## src/rtl/alu_pc_datapath_pkg.sv

```systemverilog
// Shared definitions for the ALU/PC datapath: opcode encoding used by
// this block and by the control unit.
package alu_pc_datapath_pkg;
  localparam int OP_W = 4;

  typedef enum logic [OP_W-1:0] {
    OP_ADC = 4'h0,
    OP_SBC = 4'h1,
    OP_AND = 4'h2,
    OP_ORA = 4'h3,
    OP_EOR = 4'h4,
    OP_ASL = 4'h5,
    OP_LSR = 4'h6,
    OP_ROL = 4'h7,
    OP_ROR = 4'h8,
    OP_INC = 4'h9,
    OP_DEC = 4'hA,
    OP_CMP = 4'hB,
    OP_BIT = 4'hC,
    OP_PSA = 4'hD,
    OP_PSB = 4'hE,
    OP_ADD = 4'hF
  } alu_op_e;
endpackage

```

## src/rtl/alu_pc_datapath_if.sv

```systemverilog
// Bus bundle between control/operand muxes (master) and the ALU/PC
// datapath (slave).
interface alu_pc_datapath_if;
  import alu_pc_datapath_pkg::*;

  logic [7:0]      a;
  logic [7:0]      b;
  logic            carryIn;
  logic            overflowIn;
  logic [OP_W-1:0] operation;
  logic [7:0]      f;
  logic            negative;
  logic            overflow;
  logic            zero;
  logic            carry;
  logic            load_pc_l;
  logic            load_pc_h;
  logic            L_inc;
  logic            H_inc;
  logic [7:0]      PCL_in;
  logic [7:0]      PCH_in;
  logic [7:0]      PCL_out;
  logic [7:0]      PCH_out;

  modport master (
    output a, b, carryIn, overflowIn, operation,
    output load_pc_l, load_pc_h, L_inc, H_inc, PCL_in, PCH_in,
    input  f, negative, overflow, zero, carry, PCL_out, PCH_out
  );

  modport slave (
    input  a, b, carryIn, overflowIn, operation,
    input  load_pc_l, load_pc_h, L_inc, H_inc, PCL_in, PCH_in,
    output f, negative, overflow, zero, carry, PCL_out, PCH_out
  );
endinterface

```

## src/rtl/alu_pc_datapath_alu8.sv

```systemverilog
// Combinational 8-bit ALU, binary arithmetic only. One shared adder
// serves ADC/SBC/CMP/ADD; subtraction is a + ~b + carry.
module alu8
  import alu_pc_datapath_pkg::*;
(
  input  logic [7:0] a,
  input  logic [7:0] b,
  input  logic       carry_in,
  input  logic       overflow_in,
  input  alu_op_e    op,
  output logic [7:0] f,
  output logic       negative,
  output logic       overflow,
  output logic       zero,
  output logic       carry
);
  logic [7:0] add_b;
  logic       add_c;
  logic [8:0] sum;
  logic       add_v;

  always_comb begin
    add_b = ((op == OP_SBC) || (op == OP_CMP)) ? ~b : b;
    case (op)
      OP_CMP:  add_c = 1'b1;
      OP_ADD:  add_c = 1'b0;
      default: add_c = carry_in;
    endcase
    sum   = {1'b0, a} + {1'b0, add_b} + {8'd0, add_c};
    // signed overflow: like-signed operands producing an opposite-signed sum
    add_v = (a[7] == add_b[7]) && (sum[7] != a[7]);
  end

  always_comb begin
    f        = 8'h00;
    carry    = carry_in;
    overflow = overflow_in;
    case (op)
      OP_ADC, OP_SBC: begin f = sum[7:0]; carry = sum[8]; overflow = add_v; end
      OP_AND: f = a & b;
      OP_ORA: f = a | b;
      OP_EOR: f = a ^ b;
      OP_ASL: begin f = {a[6:0], 1'b0};     carry = a[7]; end
      OP_LSR: begin f = {1'b0, a[7:1]};     carry = a[0]; end
      OP_ROL: begin f = {a[6:0], carry_in}; carry = a[7]; end
      OP_ROR: begin f = {carry_in, a[7:1]}; carry = a[0]; end
      OP_INC: f = a + 8'd1;
      OP_DEC: f = a - 8'd1;
      OP_CMP, OP_ADD: begin f = sum[7:0]; carry = sum[8]; end
      OP_BIT: begin f = a & b; overflow = b[6]; end
      OP_PSA: f = a;
      OP_PSB: f = b;
      default: f = 8'h00;
    endcase
    negative = (op == OP_BIT) ? b[7] : f[7];
    zero     = (f == 8'h00);
  end
endmodule

```

## src/rtl/alu_pc_datapath.sv

```systemverilog
// ALU plus 16-bit program counter held as independently loadable and
// incrementable low/high byte registers.
module alu_pc_datapath
  import alu_pc_datapath_pkg::*;
(
  input  logic              clk,
  input  logic              rst_n,
  alu_pc_datapath_if.slave  bus
);
  logic [7:0] pcl;
  logic [7:0] pch;
  logic       pch_inc;

  alu8 u_alu (
    .a           (bus.a),
    .b           (bus.b),
    .carry_in    (bus.carryIn),
    .overflow_in (bus.overflowIn),
    .op          (alu_op_e'(bus.operation)),
    .f           (bus.f),
    .negative    (bus.negative),
    .overflow    (bus.overflow),
    .zero        (bus.zero),
    .carry       (bus.carry)
  );

  // a PCL load suppresses the ripple carry; H_inc and ripple together still add one
  assign pch_inc = bus.H_inc || (bus.L_inc && !bus.load_pc_l && (pcl == 8'hFF));

  always_ff @(posedge clk or negedge rst_n) begin
    if (!rst_n) begin
      pcl <= 8'h00;
      pch <= 8'h00;
    end else begin
      if (bus.load_pc_l)  pcl <= bus.PCL_in;
      else if (bus.L_inc) pcl <= pcl + 8'd1;
      if (bus.load_pc_h)  pch <= bus.PCH_in;
      else if (pch_inc)   pch <= pch + 8'd1;
    end
  end

  assign bus.PCL_out = pcl;
  assign bus.PCH_out = pch;
endmodule

```

## src/flat_wrapper.sv

```systemverilog
// flat-port wrapper written by rule: the top's interface ports become plain ports
module alu_pc_datapath_flat import alu_pc_datapath_pkg::*;
  (clk, rst_n, bus_a, bus_b, bus_carryIn, bus_overflowIn, bus_operation, bus_load_pc_l, bus_load_pc_h, bus_L_inc, bus_H_inc, bus_PCL_in, bus_PCH_in, bus_f, bus_negative, bus_overflow, bus_zero, bus_carry, bus_PCL_out, bus_PCH_out);
  alu_pc_datapath_if bus_i ();
  input  logic clk;
  input  logic rst_n;
  input wire logic [$bits(bus_i.a)-1:0] bus_a;
  input wire logic [$bits(bus_i.b)-1:0] bus_b;
  input wire logic [$bits(bus_i.carryIn)-1:0] bus_carryIn;
  input wire logic [$bits(bus_i.overflowIn)-1:0] bus_overflowIn;
  input wire logic [$bits(bus_i.operation)-1:0] bus_operation;
  input wire logic [$bits(bus_i.load_pc_l)-1:0] bus_load_pc_l;
  input wire logic [$bits(bus_i.load_pc_h)-1:0] bus_load_pc_h;
  input wire logic [$bits(bus_i.L_inc)-1:0] bus_L_inc;
  input wire logic [$bits(bus_i.H_inc)-1:0] bus_H_inc;
  input wire logic [$bits(bus_i.PCL_in)-1:0] bus_PCL_in;
  input wire logic [$bits(bus_i.PCH_in)-1:0] bus_PCH_in;
  output wire logic [$bits(bus_i.f)-1:0] bus_f;
  output wire logic [$bits(bus_i.negative)-1:0] bus_negative;
  output wire logic [$bits(bus_i.overflow)-1:0] bus_overflow;
  output wire logic [$bits(bus_i.zero)-1:0] bus_zero;
  output wire logic [$bits(bus_i.carry)-1:0] bus_carry;
  output wire logic [$bits(bus_i.PCL_out)-1:0] bus_PCL_out;
  output wire logic [$bits(bus_i.PCH_out)-1:0] bus_PCH_out;
  assign bus_i.a = bus_a;
  assign bus_i.b = bus_b;
  assign bus_i.carryIn = bus_carryIn;
  assign bus_i.overflowIn = bus_overflowIn;
  assign bus_i.operation = bus_operation;
  assign bus_i.load_pc_l = bus_load_pc_l;
  assign bus_i.load_pc_h = bus_load_pc_h;
  assign bus_i.L_inc = bus_L_inc;
  assign bus_i.H_inc = bus_H_inc;
  assign bus_i.PCL_in = bus_PCL_in;
  assign bus_i.PCH_in = bus_PCH_in;
  assign bus_f = bus_i.f;
  assign bus_negative = bus_i.negative;
  assign bus_overflow = bus_i.overflow;
  assign bus_zero = bus_i.zero;
  assign bus_carry = bus_i.carry;
  assign bus_PCL_out = bus_i.PCL_out;
  assign bus_PCH_out = bus_i.PCH_out;
  alu_pc_datapath u_core (.clk(clk), .rst_n(rst_n), .bus(bus_i));
endmodule
```

## config.mk

```make
export PLATFORM = sky130hd
export DESIGN_NAME = alu_pc_datapath_flat
export DESIGN_NICKNAME = d
export VERILOG_FILES = /design/src/rtl/alu_pc_datapath_pkg.sv /design/src/rtl/alu_pc_datapath_if.sv /design/src/rtl/alu_pc_datapath_alu8.sv /design/src/rtl/alu_pc_datapath.sv /design/src/flat_wrapper.sv
export SDC_FILE = /design/constraint.sdc
export NUM_CORES = 1
export LEC_CHECK = 0
export CAP_MARGIN = 0
export CORE_ASPECT_RATIO = 1.75
export CORE_UTILIZATION = 38
export DETAILED_ROUTE_END_ITERATION = 16
export GPL_ROUTABILITY_DRIVEN = 0
export GPL_TIMING_DRIVEN = 0
export SETUP_SLACK_MARGIN = 0.05
export SLEW_MARGIN = 20
export SYNTH_ARGS = -nofsm -noshare
export SYNTH_HDL_FRONTEND = slang
export SYNTH_SLANG_ARGS = --single-unit
export TNS_END_PERCENT = 1
```

## constraint.sdc

```tcl
create_clock -name clk -period 11.2 [get_ports clk]
set_input_delay 2.24 -clock clk [delete_from_list [all_inputs] [get_ports clk]]
set_output_delay 2.24 -clock clk [all_outputs]
set_load 0.01 [all_outputs]
```

Word-level counts from Yosys, hierarchy flattened --
Cells that the tools add are included.
Cells by class: muxes and demuxes 10, equality and inequality tests 18, reductions and logical operators 15, $add $sub $neg 6, bitwise gates (word level) 4
Operator list (count):
- $pmux 8 s12 | 1
- $mux 8 | 5
- $eq 4x4->1 const B | 8
- $add 8x1->8 const B | 3
- $eq 4x3->1 const B | 4
- $add 8x8->9 | 1
- $add 9x1->9 | 1
- $and 8x8->8 | 1
- $eq 4x2->1 const B | 2
- $eq 8x8->1 const B | 1
- $logic_not 8->1 | 1
- $not 8->8 | 1
- $or 8x8->8 | 1
- $reduce_or 2->1 | 4
- $sub 8x1->8 const B | 1
- $xor 8x8->8 | 1
- $eq 4x1->1 const B | 1
- $logic_not 4->1 | 1
- $pmux 1 s2 | 2
- $reduce_bool 2->1 | 2
- $reduce_or 4->1 | 1
- $logic_and 1x1->1 | 3
- $pmux 1 s3 | 1
- $logic_or 1x1->1 | 2
- 4 further kinds | 4
Word-level totals: word-level logic and storage cells 55, input bits 44, output and inout port bits 28, bits in registers 16

Depth between registers and ports, before layout --
Gate-level depths: netlist of run 1.
word-level depth 8, mapped depth 16, mapped depth without buffers 13

Modules after synthesis --
A second synthesis of run 1 with hierarchy kept.
Second synthesis, totals: cell total of the unflattened synthesis 365, area total of the unflattened synthesis 2870.3 um^2
Modules (own cells, without submodules):
- alu8 | instances 1, area an instance 1993.2 um^2, seq. area each 0.0 um^2, cells each 270
- alu_pc_datapath | instances 1, area an instance 877.1 um^2, seq. area each 400.4 um^2, cells each 95

Worst setup path after synthesis of run 1 --
No wires, ideal clock.
kind input -> output, start in bus_operation[0], end out bus_zero, arrival time 5884 ps, buffers on the path 4, setup slack 3076 ps, stages 16, required time 8960 ps, cell sequence buf_2 > buf_6 > clkbuf_1 > buf_2 > nand4_1 > xnor2_1 > fa_1 > inv_1 > fa_1 > xor2_1 > a21oi_1 > a2111o_1 > a211oi_2 > a21oi_1 > or4_1 > nor4_2
On the way: cells in the longest elaborated chain, start to end 7, elaborated cells between the ends (all ways) 25, classes of those cells 2 x add/sub; 15 x eq/ne; 3 x mux; 5 x reduce/logical
RTL lines:
- start, declared | line flat_wrapper.sv:11 | input wire logic [$bits(bus_i.operation)-1:0] bus_operation;
- $eq 4x1->1 or $eq 4x4->1 (tied branches) | line alu_pc_datapath_alu8.sv:23, alu_pc_datapath_alu8.sv:38, alu_pc_datapath_alu8.sv:24
- $logic_or 1x1->1 | line alu_pc_datapath_alu8.sv:23 | add_b = ((op == OP_SBC) || (op == OP_CMP)) ? ~b : b;
- $mux 8 | line alu_pc_datapath_alu8.sv:23
- $add 8x8->9 | line alu_pc_datapath_alu8.sv:29 | sum = {1'b0, a} + {1'b0, add_b} + {8'd0, add_c};
- $add 9x1->9 | line alu_pc_datapath_alu8.sv:29
- $pmux 8 s12 (*) | line alu_pc_datapath_alu8.sv:38 | case (op)
- $logic_not 8->1 (*) | line alu_pc_datapath_alu8.sv:56 | zero = (f == 8'h00);
- end, declared | line flat_wrapper.sv:21 | output wire logic [$bits(bus_i.zero)-1:0] bus_zero;
Mark *: on every way between the ends. The rest lies on a longest branch, timed or not.

Worst setup path in the final report of run 1 --
start in bus_operation[1], end out bus_zero
Same word-level chain as after synthesis.

==> results of run 1 <==
## synth_stat cells, types with 5 or more instances
cell      number  area, um2
clkbuf_1       9       33.8
a21oi_1       32        160
xnor2_1       18        158
ha_1          31        388
a31oi_1        7       43.8
and3_1         5       31.3
buf_2          6       30.0
xor2_1        10       87.6
nand2_1       29        109
nor3_1         5       25.0
dfrtp_1       16        400
nor2_1        29        109
nand2b_1       6       37.5
nand3_1        9       45.0
nor2b_1       10       62.6
inv_1         22       82.6
a22oi_1        5       37.5
mux2i_1        8       80.1
o21ai_0       38        190
a211oi_1       5       37.5
## layout make-up
| cell class | instances | area, um2 |
|---|---|---|
| buffer | 22 | 120 |
| clock buffer | 4 | 88.8 |
| fill | 747 | 3520 |
| inverter | 22 | 82.6 |
| multi-input combinational | 321 | 2280 |
| sequential | 16 | 400 |
| tap | 86 | 108 |
| timing repair buffer | 69 | 691 |
## sequential cells by signal (all words and copies together) (netlist names)
name and count:
u_core.bus.PCH_out 8, u_core.bus.PCL_out 8
## through the flow
| step | setup slack [ps] | power, W | instance area, um2 | hold WS, ps |
|---|---|---|---|---|
| 2_1_floorplan | 3080 | 0.000173 | 2880 | 567 |
| 3_3_place_gp | 1500 | 0.000248 | 3680 | 541 |
| 3_5_place_dp | 1580 | 0.000250 | 3680 | 563 |
| 4_1_cts | 1560 | 0.000331 | 3770 | 574 |
| 5_1_grt | 1230 | 0.000352 | 3770 | 627 |
| 6_report | 1610 | 0.000327 | 3770 | 570 |
## path summary, 6_finish.rpt
path	end	slack [ps]	cells after the start
hold / removal	u_core.bus.PCH_out[1]	570	2
min in group asynchronous	u_core.bus.PCL_out[4]	2440	1
setup reg to reg	u_core.bus.PCH_out[2]	9020	7
max in group asynchronous	u_core.bus.PCH_out[7]	8300	1
hold reg to reg	u_core.bus.PCH_out[1]	570	2
setup / recovery	bus_zero	1610	16
## worst min-delay path: stages (launching register included)
cell and delay (ps):
dfrtp_1 410, nand2_1 60, o21ai_0 70
## kinds of logic after synthesis
kind of cell / count (synthesis)
xor+xnor: 29
simple gates: 120
flops: 16
compound gates: 125
fa+ha+maj: 34
buf+inv: 44
mux: 13
## power by group through the flow
stage / clock network, W / registers (W) / logic (W)
floorplan: 0 / 0.0000785 / 0.0000945
global placement: 0 / 0.0000761 / 0.000172
detailed placement: 0 / 0.0000767 / 0.000173
CTS: 0.0000804 / 0.0000757 / 0.000174
global route: 0.0000826 / 0.0000771 / 0.000192
finish: 0.0000779 / 0.0000758 / 0.000174
## layer usage
layer | GRT usage | vias up | part of all wire
met5 | 0 | - | 0
met4 | 0.156 | 0 | 0.048
met3 | 0.0184 | 34 | 0.047
met2 | 0.505 | 137 | 0.54
met1 | 0.261 | 1534 | 0.36
li1 | - | 1552 | -
==> results.json, run 1 <==
{
  "synth_fp_nets": 459,
  "clock_latency_ps": 250,
  "cts_resized": 0,
  "tritoncts": "done",
  "drive_above_1_share": 0.0573,
  "synth_area_mm2": 0.00288,
  "port_buffers": 69,
  "async_flop_share": 1.00,
  "area_delta_synth_final_pct": 30.8,
  "clock-root-buffer": "clkbuf_16",
  "dp.cells": 536,
  "finalNetCount": 533,
  "postRouteWirelength_mm": 9.85,
  "cts-buffers-inserted": 3,
  "track_usage": 0.262,
  "status": "completed",
  "finish.utilization": 0.517,
  "final_cell_mix": "clkdlybuf4s50_1, o21ai_0, a21oi_1, ha_1",
  "switchingPower_w": 0.000121,
  "crit_path_start_kind": "input port",
  "cts_htree_levels": 1,
  "setup_viol": 0,
  "r2r-start": "u_core.bus.PCL_out[0]",
  "slew_headroom": 0.261,
  "grt_pass1_wl_mm": 15.5,
  "clk_path_buf_depth": 2,
  "power_frac_comb": 0.531,
  "setup_tns_ps": 0,
  "hold_viol_final": 0,
  "endpoint_kind": "primary output",
  "post-route-period-util": 0.856,
  "ys_seq_elements": 16,
  "grt_pass1_vias": 3228,
  "p_int_w": 0.000206,
  "antenna_found_initial": 0,
  "post_layout_nonfiller_instances": 540,
  "crit_slowest_cell": "nand4_1",
  "synth.distinct_cells": 59,
  "hp-start": "u_core.bus.PCH_out[1]",
  "period_needed_ps": 9590,
  "path_class": "input port to primary output",
  "ant_nets": 0,
  "core_mm2": 0.00728,
  "chipHeight_um": 117,
  "cp_max_fo": 8,
  "rows": 41,
  "drt_first_pass_iters": 4,
  "dpl.hpwl_mm": 7.94,
  "synthFlopType": "dfrtp_1",
  "final_common_cell": "clkdlybuf4s50_1",
  "cp-startpoint": "bus_operation[1]",
  "synth-seq-area-share": 0.139,
  "synth_xor_area_frac": 0.0908,
  "power_density_mw_per_mm2": 86.9,
  "die_x_um": 67.8,
  "critPathBufInv": 4,
  "required_ps": 8960,
  "drc": 0,
  "crit_chain": "clkdlybuf4s50_1 -> or2b_1 -> clkbuf_1 -> nand4_1 -> xnor2_1 -> fa_1 -> inv_1 -> fa_1 -> xor2_1 -> a21oi_1 -> a2111o_1 -> a211oi_2 -> a21oi_1 -> or4_1 -> nor4_2 -> clkdlybuf4s50_1",
  "wl_per_cell_um": 18.2,
  "fin_skew_ps": 2.69,
  "swShare": 0.371,
  "yosys_warnings": 0,
  "ios": 72,
  "synthSimpleGateAreaFrac": 0.219,
  "synth-edff-count": 0,
  "netlist_instances": 381,
  "synthAdderAreaFrac": 0.155,
  "vias": 3257,
  "dieArea_mm2": 0.00795,
  "cp_slowest_stage_delay_ps": 660,
  "num_antenna_cells": 0,
  "crit_family": "simple AND/OR/NAND/NOR gates",
  "max_clock_freq_mhz": 104,
  "p_seq_frac": 0.232,
  "grt_max_degree": 17,
  "worst_ep_arrival_time_ps": 7350,
  "hold_buffers": 0,
  "gr-total-overflow": 0,
  "hold_path_class": "register to register",
  "clkSlewWorstSetupHoldPaths_ps": 50,
  "postCtsSetupRepairBufs": 0,
  "muxShareOfSynthArea": 0.0512,
  "finalMaxSlewViolations": 0,
  "drv_cap": 0,
  "clkPwrFrac": 0.238,
  "vias_per_cell": 6.03,
  "leakage_nw": 1.57,
  "vdd_ir_drop_max_mv": 0.0548,
  "synth_top_family_by_area": "compound AO/OA/AOI/OAI gates",
  "synth_compound_area_frac": 0.274,
  "initial_core_util": 0.396,
  "clock_sinks": 16,
  "drtIter0Drc": 125,
  "syn_area_per_cell_um2": 7.56,
  "tightest_slew_ps": 1090,
  "rsz0062_at_grt": "false"
}
Note: power is estimated with default switching activity, not from simulation.
==> run 2, diff against run 1 <==
- SLEW_MARGIN: 20 -> 15
==> results of run 2 <==
Final layout, timing and power as in run 1 (identical DEF).
==> run 3, diff against run 2 <==
- CAP_MARGIN: 0 -> 20
- PLACE_DENSITY: not set -> 0.67
- clock period: 11.2 -> 7.9 ns (I/O delays scaled with it)
==> results.json, run 3 (synthesis results as in run 1) <==
{
  "clock-root-buffer": "clkbuf_16",
  "clkPwrFrac": 0.233,
  "wl_per_cell_um": 17.5,
  "period_needed_ps": 7660,
  "finalNetCount": 533,
  "finalMaxSlewViolations": 0,
  "max_clock_freq_mhz": 131,
  "power_density_mw_per_mm2": 122,
  "antenna_found_initial": 0,
  "clkSlewWorstSetupHoldPaths_ps": 50,
  "dpl.hpwl_mm": 7.68,
  "status": "completed",
  "fin_skew_ps": 1.11,
  "p_int_w": 0.000293,
  "rsz0062_at_grt": "false",
  "cp_max_fo": 10,
  "ant_nets": 0,
  "endpoint_kind": "primary output",
  "drtIter0Drc": 139,
  "initial_core_util": 0.396,
  "rows": 41,
  "place_area_mm2": 0.00368,
  "post-route-period-util": 0.969,
  "ios": 72,
  "hold_viol_final": 0,
  "path_class": "input port to primary output",
  "die_x_um": 67.8,
  "vias": 3177,
  "clk_path_buf_depth": 2,
  "worst_ep_arrival_time_ps": 6080,
  "final_cell_mix": "clkdlybuf4s50_1, o21ai_0, a21oi_1, ha_1",
  "crit_path_start_kind": "input port",
  "area_delta_synth_final_pct": 31.1,
  "design_area_mm2": 0.00378,
  "post_layout_nonfiller_instances": 540,
  "drv_cap": 0,
  "dieArea_mm2": 0.00795,
  "port_buffers": 69,
  "core_mm2": 0.00728,
  "hold_path_class": "register to register",
  "setup_viol": 0,
  "vias_per_cell": 5.88,
  "chipHeight_um": 117,
  "fillCellCount": 704,
  "tightest_slew_ps": 874,
  "num_antenna_cells": 0,
  "swShare": 0.367,
  "leakage_nw": 1.58,
  "setup_tns_ps": 0,
  "postRouteWirelength_mm": 9.44,
  "drive_above_1_share": 0.0639,
  "drt_first_pass_iters": 5,
  "drc": 0,
  "cts-buffers-inserted": 3,
  "required_ps": 6320,
  "grt_pass1_wl_mm": 14.9,
  "cts_htree_levels": 1,
  "p_seq_frac": 0.233,
  "slew_headroom": 0.409,
  "gr-total-overflow": 0,
  "clock_sinks": 16,
  "holdWs_ps": 579,
  "power_frac_comb": 0.534,
  "final_common_cell": "clkdlybuf4s50_1",
  "switchingPower_w": 0.000170,
  "tritoncts": "done",
  "track_usage": 0.251,
  "vdd_ir_drop_max_mv": 0.0533,
  "clock_latency_ps": 250,
  "dp.cells": 536,
  "grt_pass1_vias": 3138,
  "grt_max_degree": 17
}
-- run 3: worst paths after layout --
kind | from | endpoint | slack [ps] | cells after the start
max | bus_operation[2] | bus_zero | 240 | 15
min | u_core.bus.PCH_out[7] | u_core.bus.PCH_out[7] | 580 | 2
max reg2reg | u_core.bus.PCL_out[0] | u_core.bus.PCH_out[4] | 5690 | 6
min reg2reg | u_core.bus.PCH_out[7] | u_core.bus.PCH_out[7] | 580 | 2
max in group asynchronous | rst_n | u_core.bus.PCH_out[4] | 5720 | 1
min in group asynchronous | rst_n | u_core.bus.PCL_out[2] | 1750 | 1
-- run 3: through the flow --
step           setup slack, ps  utilization  total power (W)
2_1_floorplan             1100            -         0.000245
3_3_place_gp              -331        0.505         0.000350
3_5_place_dp              -318        0.505         0.000353
4_1_cts                    134        0.519         0.000466
5_1_grt                   84.4        0.519         0.000495
6_report                   242        0.519         0.000462
-- run 3: repair_timing --
item                       4_1_cts  5_1_grt
pin swaps                        1        0
setup endpoints to repair        1        1
gates resized for setup          0        2
gates cloned                     0        0
hold buffers                     0        0
setup buffers                    2        0
-- run 3: worst max-delay path, cell delays in order --
cell	delay, ps
clkdlybuf4s50_1	540
buf_1	440
clkbuf_2	340
o21ai_0	160
fa_1	420
inv_1	80
fa_1	270
xor2_1	170
a21oi_1	50
a2111o_1	300
a211oi_2	260
a21oi_1	140
or4_1	570
nor4_2	170
clkdlybuf4s50_1	570
-- run 3: layout make-up --
| cell class | count | area (um2) | share of cell area |
|---|---|---|---|
| Sequential cell | 16 | 400 | 0.106 |
| Buffer | 20 | 114 | 0.0301 |
| Clock buffer | 4 | 88.8 | 0.0235 |
| Multi-Input combinational cell | 321 | 2280 | 0.603 |
| Timing Repair Buffer | 71 | 706 | 0.187 |
| Inverter | 22 | 82.6 | 0.0219 |
| Tap cell | 86 | 108 | 0.0285 |
-- run 3: power groups by stage --
stage | logic [W] | registers [W] | clock network, W
floorplan | 0.000134 | 0.000111 | 0
detailed placement | 0.000245 | 0.000108 | 0
global route | 0.000271 | 0.000109 | 0.000115
global placement | 0.000242 | 0.000108 | 0
CTS | 0.000247 | 0.000107 | 0.000112
finish | 0.000247 | 0.000108 | 0.000108
-- run 3: routing by layer --
layer | vias up | wire [um] | GRT usage
met5 | - | 0 | 0
met4 | 0 | 581 | 0.174
met3 | 38 | 471 | 0.0271
met2 | 138 | 5060 | 0.474
met1 | 1457 | 3330 | 0.241
li1 | 1544 | - | -
